**config.mk**
```make
export PLATFORM = sky130hd
export DESIGN_NAME = ps2_scancode_rx
export DESIGN_NICKNAME = d
export VERILOG_FILES = /design/src/rtl/ps2_pkg.sv /design/src/rtl/ps2_event_fifo.sv /design/src/rtl/ps2_scancode_rx.sv
export SDC_FILE = /design/constraint.sdc
export NUM_CORES = 1
export LEC_CHECK = 0
export BUFFER_PORTS_ARGS = -buffer_cell sky130_fd_sc_hd__buf_2
export CAP_MARGIN = 20
export CORE_MARGIN = 2
export CORE_UTILIZATION = 55
export DETAILED_ROUTE_END_ITERATION = 12
export PLACE_DENSITY = 0.72
export SLEW_MARGIN = 20
export SYNTH_ARGS = -nofsm -noshare
export SYNTH_HDL_FRONTEND = slang
export SYNTH_SLANG_ARGS = --single-unit
```
**constraint.sdc**
```tcl
create_clock -name clock -period 2.2 [get_ports clock]
set_input_delay 0.22 -clock clock [delete_from_list [all_inputs] [get_ports clock]]
set_output_delay 0.22 -clock clock [all_outputs]
set_load 0.03 [all_outputs]
```
**src/rtl/ps2_pkg.sv**
```systemverilog
// Shared types and constants for the PS/2 scancode receiver.
// Latency: n/a (declarations only).
// Backpressure: n/a.
package ps2_pkg;

    // Scancode prefixes that modify the following key byte
    localparam logic [7:0] PS2_EXT = 8'hE0;
    localparam logic [7:0] PS2_BRK = 8'hF0;

    // Frame deserialiser states
    typedef enum logic [1:0] {
        IDLE   = 2'd0,
        DATA   = 2'd1,
        PARITY = 2'd2,
        STOP   = 2'd3
    } frame_state_t;

    // One decoded key event
    typedef struct packed {
        logic       ext;
        logic [7:0] code;
        logic       rel;
    } ps2_evt_raw_unused_t;

    typedef struct packed {
        logic       ext;
        logic       rel;
        logic [7:0] code;
    } ps2_evt_t;

endpackage

```
**src/rtl/ps2_event_fifo.sv**
```systemverilog
// Generic first-word-fall-through FIFO holding decoded key events.
// Latency: a push is visible at the head one cycle later (no empty bypass).
// Backpressure: pops gated by !empty; a push while full is dropped unless a pop happens the same cycle.
//
// Ports: clock/resetn; push_vld/push_dat write side; pop_rdy read strobe;
//        head_dat current head; count, full, empty occupancy status.
module ps2_event_fifo #(
    parameter int WIDTH = 10,
    parameter int DEPTH = 8
) (
    input  logic                       clock,
    input  logic                       resetn,
    input  logic                       push_vld,
    input  logic [WIDTH-1:0]           push_dat,
    input  logic                       pop_rdy,
    output logic [WIDTH-1:0]           head_dat,
    output logic [$clog2(DEPTH+1)-1:0] count,
    output logic                       full,
    output logic                       empty
);

    localparam int AW = $clog2(DEPTH);
    localparam int CW = $clog2(DEPTH+1);
    localparam logic [CW-1:0] FULL_CNT = CW'(DEPTH);
    localparam logic [CW-1:0] CNT_ONE  = CW'(1);
    localparam logic [AW-1:0] PTR_ONE  = AW'(1);

    logic [WIDTH-1:0] mem [DEPTH];
    logic [AW-1:0]    wr_ptr;
    logic [AW-1:0]    rd_ptr;
    logic [CW-1:0]    count_q;
    logic             do_push;
    logic             do_pop;

    assign full     = (count_q == FULL_CNT);
    assign empty    = (count_q == '0);
    assign count    = count_q;
    assign head_dat = mem[rd_ptr];

    assign do_pop  = pop_rdy && !empty;
    // A full FIFO still accepts when the head leaves in the same cycle
    assign do_push = push_vld && (!full || do_pop);

    always_ff @(posedge clock or negedge resetn) begin
        if (!resetn) begin
            wr_ptr  <= '0;
            rd_ptr  <= '0;
            count_q <= '0;
            for (int i = 0; i < DEPTH; i++) begin
                mem[i] <= '0;
            end
        end else begin
            if (do_push) begin
                mem[wr_ptr] <= push_dat;
                wr_ptr      <= wr_ptr + PTR_ONE;
            end
            if (do_pop) begin
                rd_ptr <= rd_ptr + PTR_ONE;
            end
            case ({do_push, do_pop})
                2'b10:   count_q <= count_q + CNT_ONE;
                2'b01:   count_q <= count_q - CNT_ONE;
                default: count_q <= count_q;
            endcase
        end
    end

endmodule

```
**src/rtl/ps2_scancode_rx.sv**
```systemverilog
// PS/2 keyboard receiver: pin filtering, 11-bit deframing, E0/F0 folding into buffered key events.
// Latency: raw_strobe one cycle after the stop-bit fall; event valid two cycles after it (empty FIFO).
// Backpressure: evt_valid/evt_ready pop; events arriving to a full FIFO are dropped and flag overflow.
//
// Ports: clock/resetn; ps2_clk/ps2_dat raw pins; evt_* FIFO head and handshake; fifo_count;
//        busy, raw_strobe/raw_byte, parity_err, frame_err debug strobes; overflow sticky with ovf_clear.
module ps2_scancode_rx
    import ps2_pkg::*;
#(
    parameter int FILTER_LEN     = 8,
    parameter int TIMEOUT_CYCLES = 100000,
    parameter int FIFO_DEPTH     = 8
) (
    input  logic                            clock,
    input  logic                            resetn,
    input  logic                            ps2_clk,
    input  logic                            ps2_dat,
    output logic                            evt_valid,
    input  logic                            evt_ready,
    output logic [7:0]                      evt_code,
    output logic                            evt_release,
    output logic                            evt_extended,
    output logic [$clog2(FIFO_DEPTH+1)-1:0] fifo_count,
    output logic                            busy,
    output logic                            raw_strobe,
    output logic [7:0]                      raw_byte,
    output logic                            parity_err,
    output logic                            frame_err,
    output logic                            overflow,
    input  logic                            ovf_clear
);

    localparam logic [7:0] FCNT_LAST = 8'(FILTER_LEN - 1);
    localparam int         TCW       = $clog2(TIMEOUT_CYCLES + 1);
    // tcnt reads 0 in the cycle after a fall, so it lags elapsed cycles by one; firing at
    // TIMEOUT_CYCLES-2 lands the registered frame_err exactly TIMEOUT_CYCLES after the fall cycle.
    localparam logic [TCW-1:0] TCNT_HIT = TCW'(TIMEOUT_CYCLES - 2);
    localparam logic [TCW-1:0] TCNT_ONE = TCW'(1);

    // ---------------- input conditioning: index 0 = clk line, 1 = dat line
    logic [1:0] sync_a;
    logic [1:0] sync_b;
    logic [1:0] filt;
    logic [7:0] fcnt [2];
    logic       filt_clk_q;
    logic       fall;
    logic       dat;

    always_ff @(posedge clock or negedge resetn) begin
        if (!resetn) begin
            sync_a     <= 2'b11;
            sync_b     <= 2'b11;
            filt       <= 2'b11;
            filt_clk_q <= 1'b1;
            fcnt[0]    <= '0;
            fcnt[1]    <= '0;
        end else begin
            sync_a     <= {ps2_dat, ps2_clk};
            sync_b     <= sync_a;
            filt_clk_q <= filt[0];
            for (int i = 0; i < 2; i++) begin
                if (sync_b[i] != filt[i]) begin
                    if (fcnt[i] == FCNT_LAST) begin
                        filt[i] <= sync_b[i];
                        fcnt[i] <= '0;
                    end else begin
                        fcnt[i] <= fcnt[i] + 8'd1;
                    end
                end else begin
                    fcnt[i] <= '0;
                end
            end
        end
    end

    assign fall = filt_clk_q && !filt[0];
    assign dat  = filt[1];

    // ---------------- frame FSM
    frame_state_t   state_q, state_d;
    logic [2:0]     bit_q, bit_d;
    logic [7:0]     sh_q, sh_d;
    logic           par_q, par_d;
    logic [TCW-1:0] tcnt_q, tcnt_d;
    logic           good_d, perr_d, ferr_d;
    logic           timeout_hit;

    assign timeout_hit = (state_q != IDLE) && !fall && (tcnt_q == TCNT_HIT);
    assign busy        = (state_q != IDLE);

    always_ff @(posedge clock or negedge resetn) begin
        if (!resetn) begin
            state_q    <= IDLE;
            bit_q      <= '0;
            sh_q       <= '0;
            par_q      <= 1'b0;
            tcnt_q     <= '0;
            raw_strobe <= 1'b0;
            raw_byte   <= '0;
            parity_err <= 1'b0;
            frame_err  <= 1'b0;
        end else begin
            state_q    <= state_d;
            bit_q      <= bit_d;
            sh_q       <= sh_d;
            par_q      <= par_d;
            tcnt_q     <= tcnt_d;
            raw_strobe <= good_d;
            parity_err <= perr_d;
            frame_err  <= ferr_d;
            if (good_d) begin
                raw_byte <= sh_q;
            end
        end
    end

    always_comb begin
        state_d = state_q;
        bit_d   = bit_q;
        sh_d    = sh_q;
        par_d   = par_q;
        tcnt_d  = tcnt_q;
        good_d  = 1'b0;
        perr_d  = 1'b0;
        ferr_d  = 1'b0;

        if (fall) begin
            tcnt_d = '0;
        end else if (state_q != IDLE) begin
            tcnt_d = tcnt_q + TCNT_ONE;
        end

        case (state_q)
            IDLE: begin
                // A fall with dat high is not a start bit; ignore it silently
                if (fall && !dat) begin
                    state_d = DATA;
                    bit_d   = '0;
                end
            end
            DATA: begin
                if (fall) begin
                    sh_d  = {dat, sh_q[7:1]};
                    bit_d = bit_q + 3'd1;
                    if (bit_q == 3'd7) begin
                        state_d = PARITY;
                    end
                end
            end
            PARITY: begin
                if (fall) begin
                    par_d   = dat;
                    state_d = STOP;
                end
            end
            STOP: begin
                if (fall) begin
                    state_d = IDLE;
                    // Parity failure takes precedence; the stop bit is then irrelevant
                    if (!(^{sh_q, par_q})) begin
                        perr_d = 1'b1;
                    end else if (!dat) begin
                        ferr_d = 1'b1;
                    end else begin
                        good_d = 1'b1;
                    end
                end
            end
            default: state_d = IDLE;
        endcase

        if (timeout_hit) begin
            state_d = IDLE;
            bit_d   = '0;
            ferr_d  = 1'b1;
        end
    end

    // ---------------- prefix folding and event buffering
    logic     ext_q, rel_q;
    logic     push_vld;
    ps2_evt_t push_evt;
    ps2_evt_t head_evt;
    logic     fifo_full;
    logic     fifo_empty;
    logic     pop;

    assign push_vld = raw_strobe && (raw_byte != PS2_EXT) && (raw_byte != PS2_BRK);
    assign push_evt = '{ext: ext_q, rel: rel_q, code: raw_byte};
    assign pop      = evt_valid && evt_ready;

    always_ff @(posedge clock or negedge resetn) begin
        if (!resetn) begin
            ext_q    <= 1'b0;
            rel_q    <= 1'b0;
            overflow <= 1'b0;
        end else begin
            if (parity_err || frame_err) begin
                ext_q <= 1'b0;
                rel_q <= 1'b0;
            end else if (raw_strobe) begin
                if (raw_byte == PS2_EXT) begin
                    ext_q <= 1'b1;
                end else if (raw_byte == PS2_BRK) begin
                    rel_q <= 1'b1;
                end else begin
                    ext_q <= 1'b0;
                    rel_q <= 1'b0;
                end
            end
            if (ovf_clear) begin
                overflow <= 1'b0;
            end else if (push_vld && fifo_full && !pop) begin
                overflow <= 1'b1;
            end
        end
    end

    ps2_event_fifo #(
        .WIDTH ($bits(ps2_evt_t)),
        .DEPTH (FIFO_DEPTH)
    ) u_fifo (
        .clock    (clock),
        .resetn   (resetn),
        .push_vld (push_vld),
        .push_dat (push_evt),
        .pop_rdy  (evt_ready),
        .head_dat (head_evt),
        .count    (fifo_count),
        .full     (fifo_full),
        .empty    (fifo_empty)
    );

    assign evt_valid    = !fifo_empty;
    assign evt_code     = head_evt.code;
    assign evt_release  = head_evt.rel;
    assign evt_extended = head_evt.ext;

endmodule

```
==> flow_summary.yaml <==
placement:
  dpl_worst_slack_ns: -0.0568
  gp_congestion: 0.834
  place_hpwl_um: 9220
  port_buffers: 33
yosys:
  synth_top_family_by_area: "multiplexers"
  synth-compound-area-share_pct: 2.49
  async_flop_share_pct: 100
  synth-simple-area-share_pct: 10.1
  synth_edf_count: 0
  synthTopCellsByArea: "dfrtp_1 (52%), mux2_2 (16%), mux4_2 (6.2%)"
  synthFlopType: "dfrtp_1"
  synthMuxAreaShare_pct: 23.2
  syn_nets: 571
  syn-instance-count: 550
  ys_ff_latch: 158
  syn_avg_cell_area_sq_um: 13.3
  ys_seq_area_share_pct: 54.1
  synth_fa_ha_area_share_pct: 2.56
  yosys_warnings: 0
  synthesis.area_sq_um: 7320
  synth_top_area_share_pct: 51.6
  synth-xor-area-share_pct: 5.23
  yosysTopAreaCell: "dfrtp_1"
  synth_cell_type_count: 45
route:
  drc: 0
  num_vias: 4479
  wl_um: 14300
  antenna_left: 0
  route.detailed.wl_per_inst_um: 17.8
  vias_per_cell: 5.57
  first_iter_violations: 235
  dr.pass1.iters: 4
clocking:
  cts.sinks: 158
  cts.path.max_buffers: 2
  htree_levels: 4
  path_clk_slew_ns: 0.06
  cts_tree: "yes"
  clk_latency_ns: 0.42
  cts_root_buf: "clkbuf_16"
  cts-buffers-inserted: 17
final_layout:
  syn2layout_area_growth_pct: 20.3
  drive_above_1_share_pct: 42.4
  layout_commonest_cell: "dfrtp_1"
  n_antenna_cell: 0
  final_nets: 636
  mostFrequentLayoutCells: "dfrtp_1 (144), mux2_2 (98), nor2_1 (38), buf_4 (27), buf_2 (22)"
floorplan:
  coreArea_sq_um: 13100
  ios: 34
  die_w_um: 119
  die_y_um: 119
  initial_core_util_pct: 55.7
  fp-row-count: 42
  die_area_sq_um: 14300
timing:
  setup_violations: 8
  finalHoldViolations: 0
  whs_ns: 0.195
  slew_viol_final: 0
  clock.fmax_mhz: 451
  fin_skew_ns: 0.00904
  setup_slack_ns: -0.0158
  min_period_ns: 2.22
  rsz0062_at_grt: "true"
  worst_pin_slew_ns: 0.622
  period_share_pct: 101
  relSlewSlack_pct: 58.5
status:
  outcome: "complete, but fails checks"
  violations: "setup timing"
power:
  swShare_pct: 25.9
  clockPowerShare_pct: 40.8
  vdd_drop_max_uv: 957
  netSwitchingPower_w: 0.00193
  leakage_nw: 4.25
  pwr-share-seq_pct: 43.8
  powerDensity_nw_per_um2: 843
  power_frac_comb_pct: 15.4
  p_int_w: 0.00550
worst_setup_path:
  rr_worst_depth: 10
  start_kind: "flop"
  slowest_delay_ns: 0.49
  cp.required_ns: 1.98
  rr_endpoint: "u_fifo.count[2]"
  reg2reg_slack_ns: 0.02
  reg2reg_from: "u_fifo.count[0]"
  cp_max_fo: 5
  crit_chain: "buf_6 > clkbuf_16 > mux4_2 > mux2_4 > buf_6"
  crit_slowest_cell: "mux4_2"
  cp.arrival_ns: 2.00
  path_class: "flop to output pin"
  cp_common_cell: "buf_6"
  crit_path_end_kind: "output pin"
worst_hold_path:
  min_from: "evt_ready"
  hold_end: "u_fifo.rd_ptr[0]"
  hp-class: "input port to flop"
  whs_path_depth: 4
global_routing:
  grt_max_degree: 65
  grt_overflow: 0
  grt_pass1_wl_um: 24400
  antenna_found_initial: 0
  grt_pass1_vias: 4758
  track_usage_pct: 22.4
run:
  drv_cap: 0
[power groups by stage]
stage / Combinational (W) / Sequential, W / Clock [W]
detailed placement: 0.00105 / 0.00330 / 0
CTS: 0.00112 / 0.00325 / 0.00309
global route: 0.00130 / 0.00328 / 0.00322
global placement: 0.00103 / 0.00329 / 0
finish: 0.00115 / 0.00325 / 0.00303
floorplan: 0.000778 / 0.00327 / 0
[logic make-up after synthesis]
family	Yosys count
muxes	131
xor gates and xnor gates	42
and+or+nand+nor	132
DFF	158
adders and majority gates	15
AOI/OAI and AO/OA	32
buffers and inverters	40
[worst max path at each step]
| stage | depth (start not counted) | slack (ns) | startpoint | end |
|---|---|---|---|---|
| after detailed placement | 9 | -0.06 | u_fifo.count[0] | u_fifo.count[3] |
| after global routing | 10 | -0.08 | u_fifo.count[0] | u_fifo.count[2] |
| after CTS | 5 | -0.03 | u_fifo.rd_ptr[0] | evt_code[5] |
| final | 5 | -0.02 | u_fifo.rd_ptr[0] | evt_extended |
| after floorplan | 10 | -0.14 | u_fifo.count[0] | u_fifo.count[2] |
| after global placement | 10 | 0.05 | u_fifo.count[0] | u_fifo.count[2] |
[cell usage after synthesis, drive strengths merged, types with 8 or more instances]
library cell / number
dfrtp: 151
xor2: 21
mux4: 20
o21ai: 12
clkbuf: 15
buf: 12
a21oi: 13
ha: 15
nand2: 19
mux2: 111
xnor2: 20
and3: 8
nor2: 39
nand3: 15
nand4: 8
inv: 13
[what timing repair did]
| action | in CTS | in global routing |
|---|---|---|
| buffers inserted | 5 | 0 |
| pin swaps | 4 | 5 |
| endpoints found under the hold margin | 57 | 0 |
| setup endpoints to repair | 12 | 22 |
| gates resized for setup | 29 | 10 |
| hold buffers | 4 | 0 |
| cloned | 1 | 2 |
[state kept, by name, summed over array words and instances (netlist names), 2 cells and up]
| name | count |
|---|---|
| bit_q | 3 |
| u_fifo.wr_ptr | 3 |
| sync_a | 2 |
| u_fifo.count | 4 |
| filt | 2 |
| u_fifo.rd_ptr | 3 |
| fcnt | 16 |
| state_q | 2 |
| raw_byte | 8 |
| u_fifo.mem | 80 |
| tcnt_q | 17 |
| sh_q | 8 |
| sync_b | 2 |
[metrics by stage]
step / utilization [%] / TNS [ns] / std cells / power (W) / area, sq um
after floorplan: - / -0.236 / 550 / 0.00404 / 7370
after global placement: 60.2 / 0 / 760 / 0.00432 / 7910
after detailed placement: 60.2 / -0.0613 / 760 / 0.00435 / 7910
after CTS: 66.4 / -0.222 / 802 / 0.00746 / 8720
after global routing: 67.1 / -0.775 / 804 / 0.00780 / 8810
final: 67.1 / -0.0620 / 804 / 0.00743 / 8810
[area by class of cell]
class | count | area [sq um]
clock buffer | 22 | 484
clock inverter | 10 | 135
fill | 946 | 4330
inverter | 13 | 51.3
multi-input combinational | 352 | 3290
sequential | 158 | 3970
tap | 176 | 220
timing repair buffer | 73 | 657
[critical path: cells and delay by family (launching register included)]
| kind | cells | cell delay, ns |
|---|---|---|
| multiplexers | 2 | 0.77 |
| buffers and inverters | 3 | 0.42 |
| flip-flops | 1 | 0.38 |
[metal layers]
layer,vias to the layer above,GRT usage [%],routed length [um]
met2,58,37.6,7310
met3,26,5.17,456
met5,-,0,0
met1,2318,29.3,6290
met4,0,6.54,265
li1,2077,-,-
No activity file was read; power rests on OpenSTA's default activity.
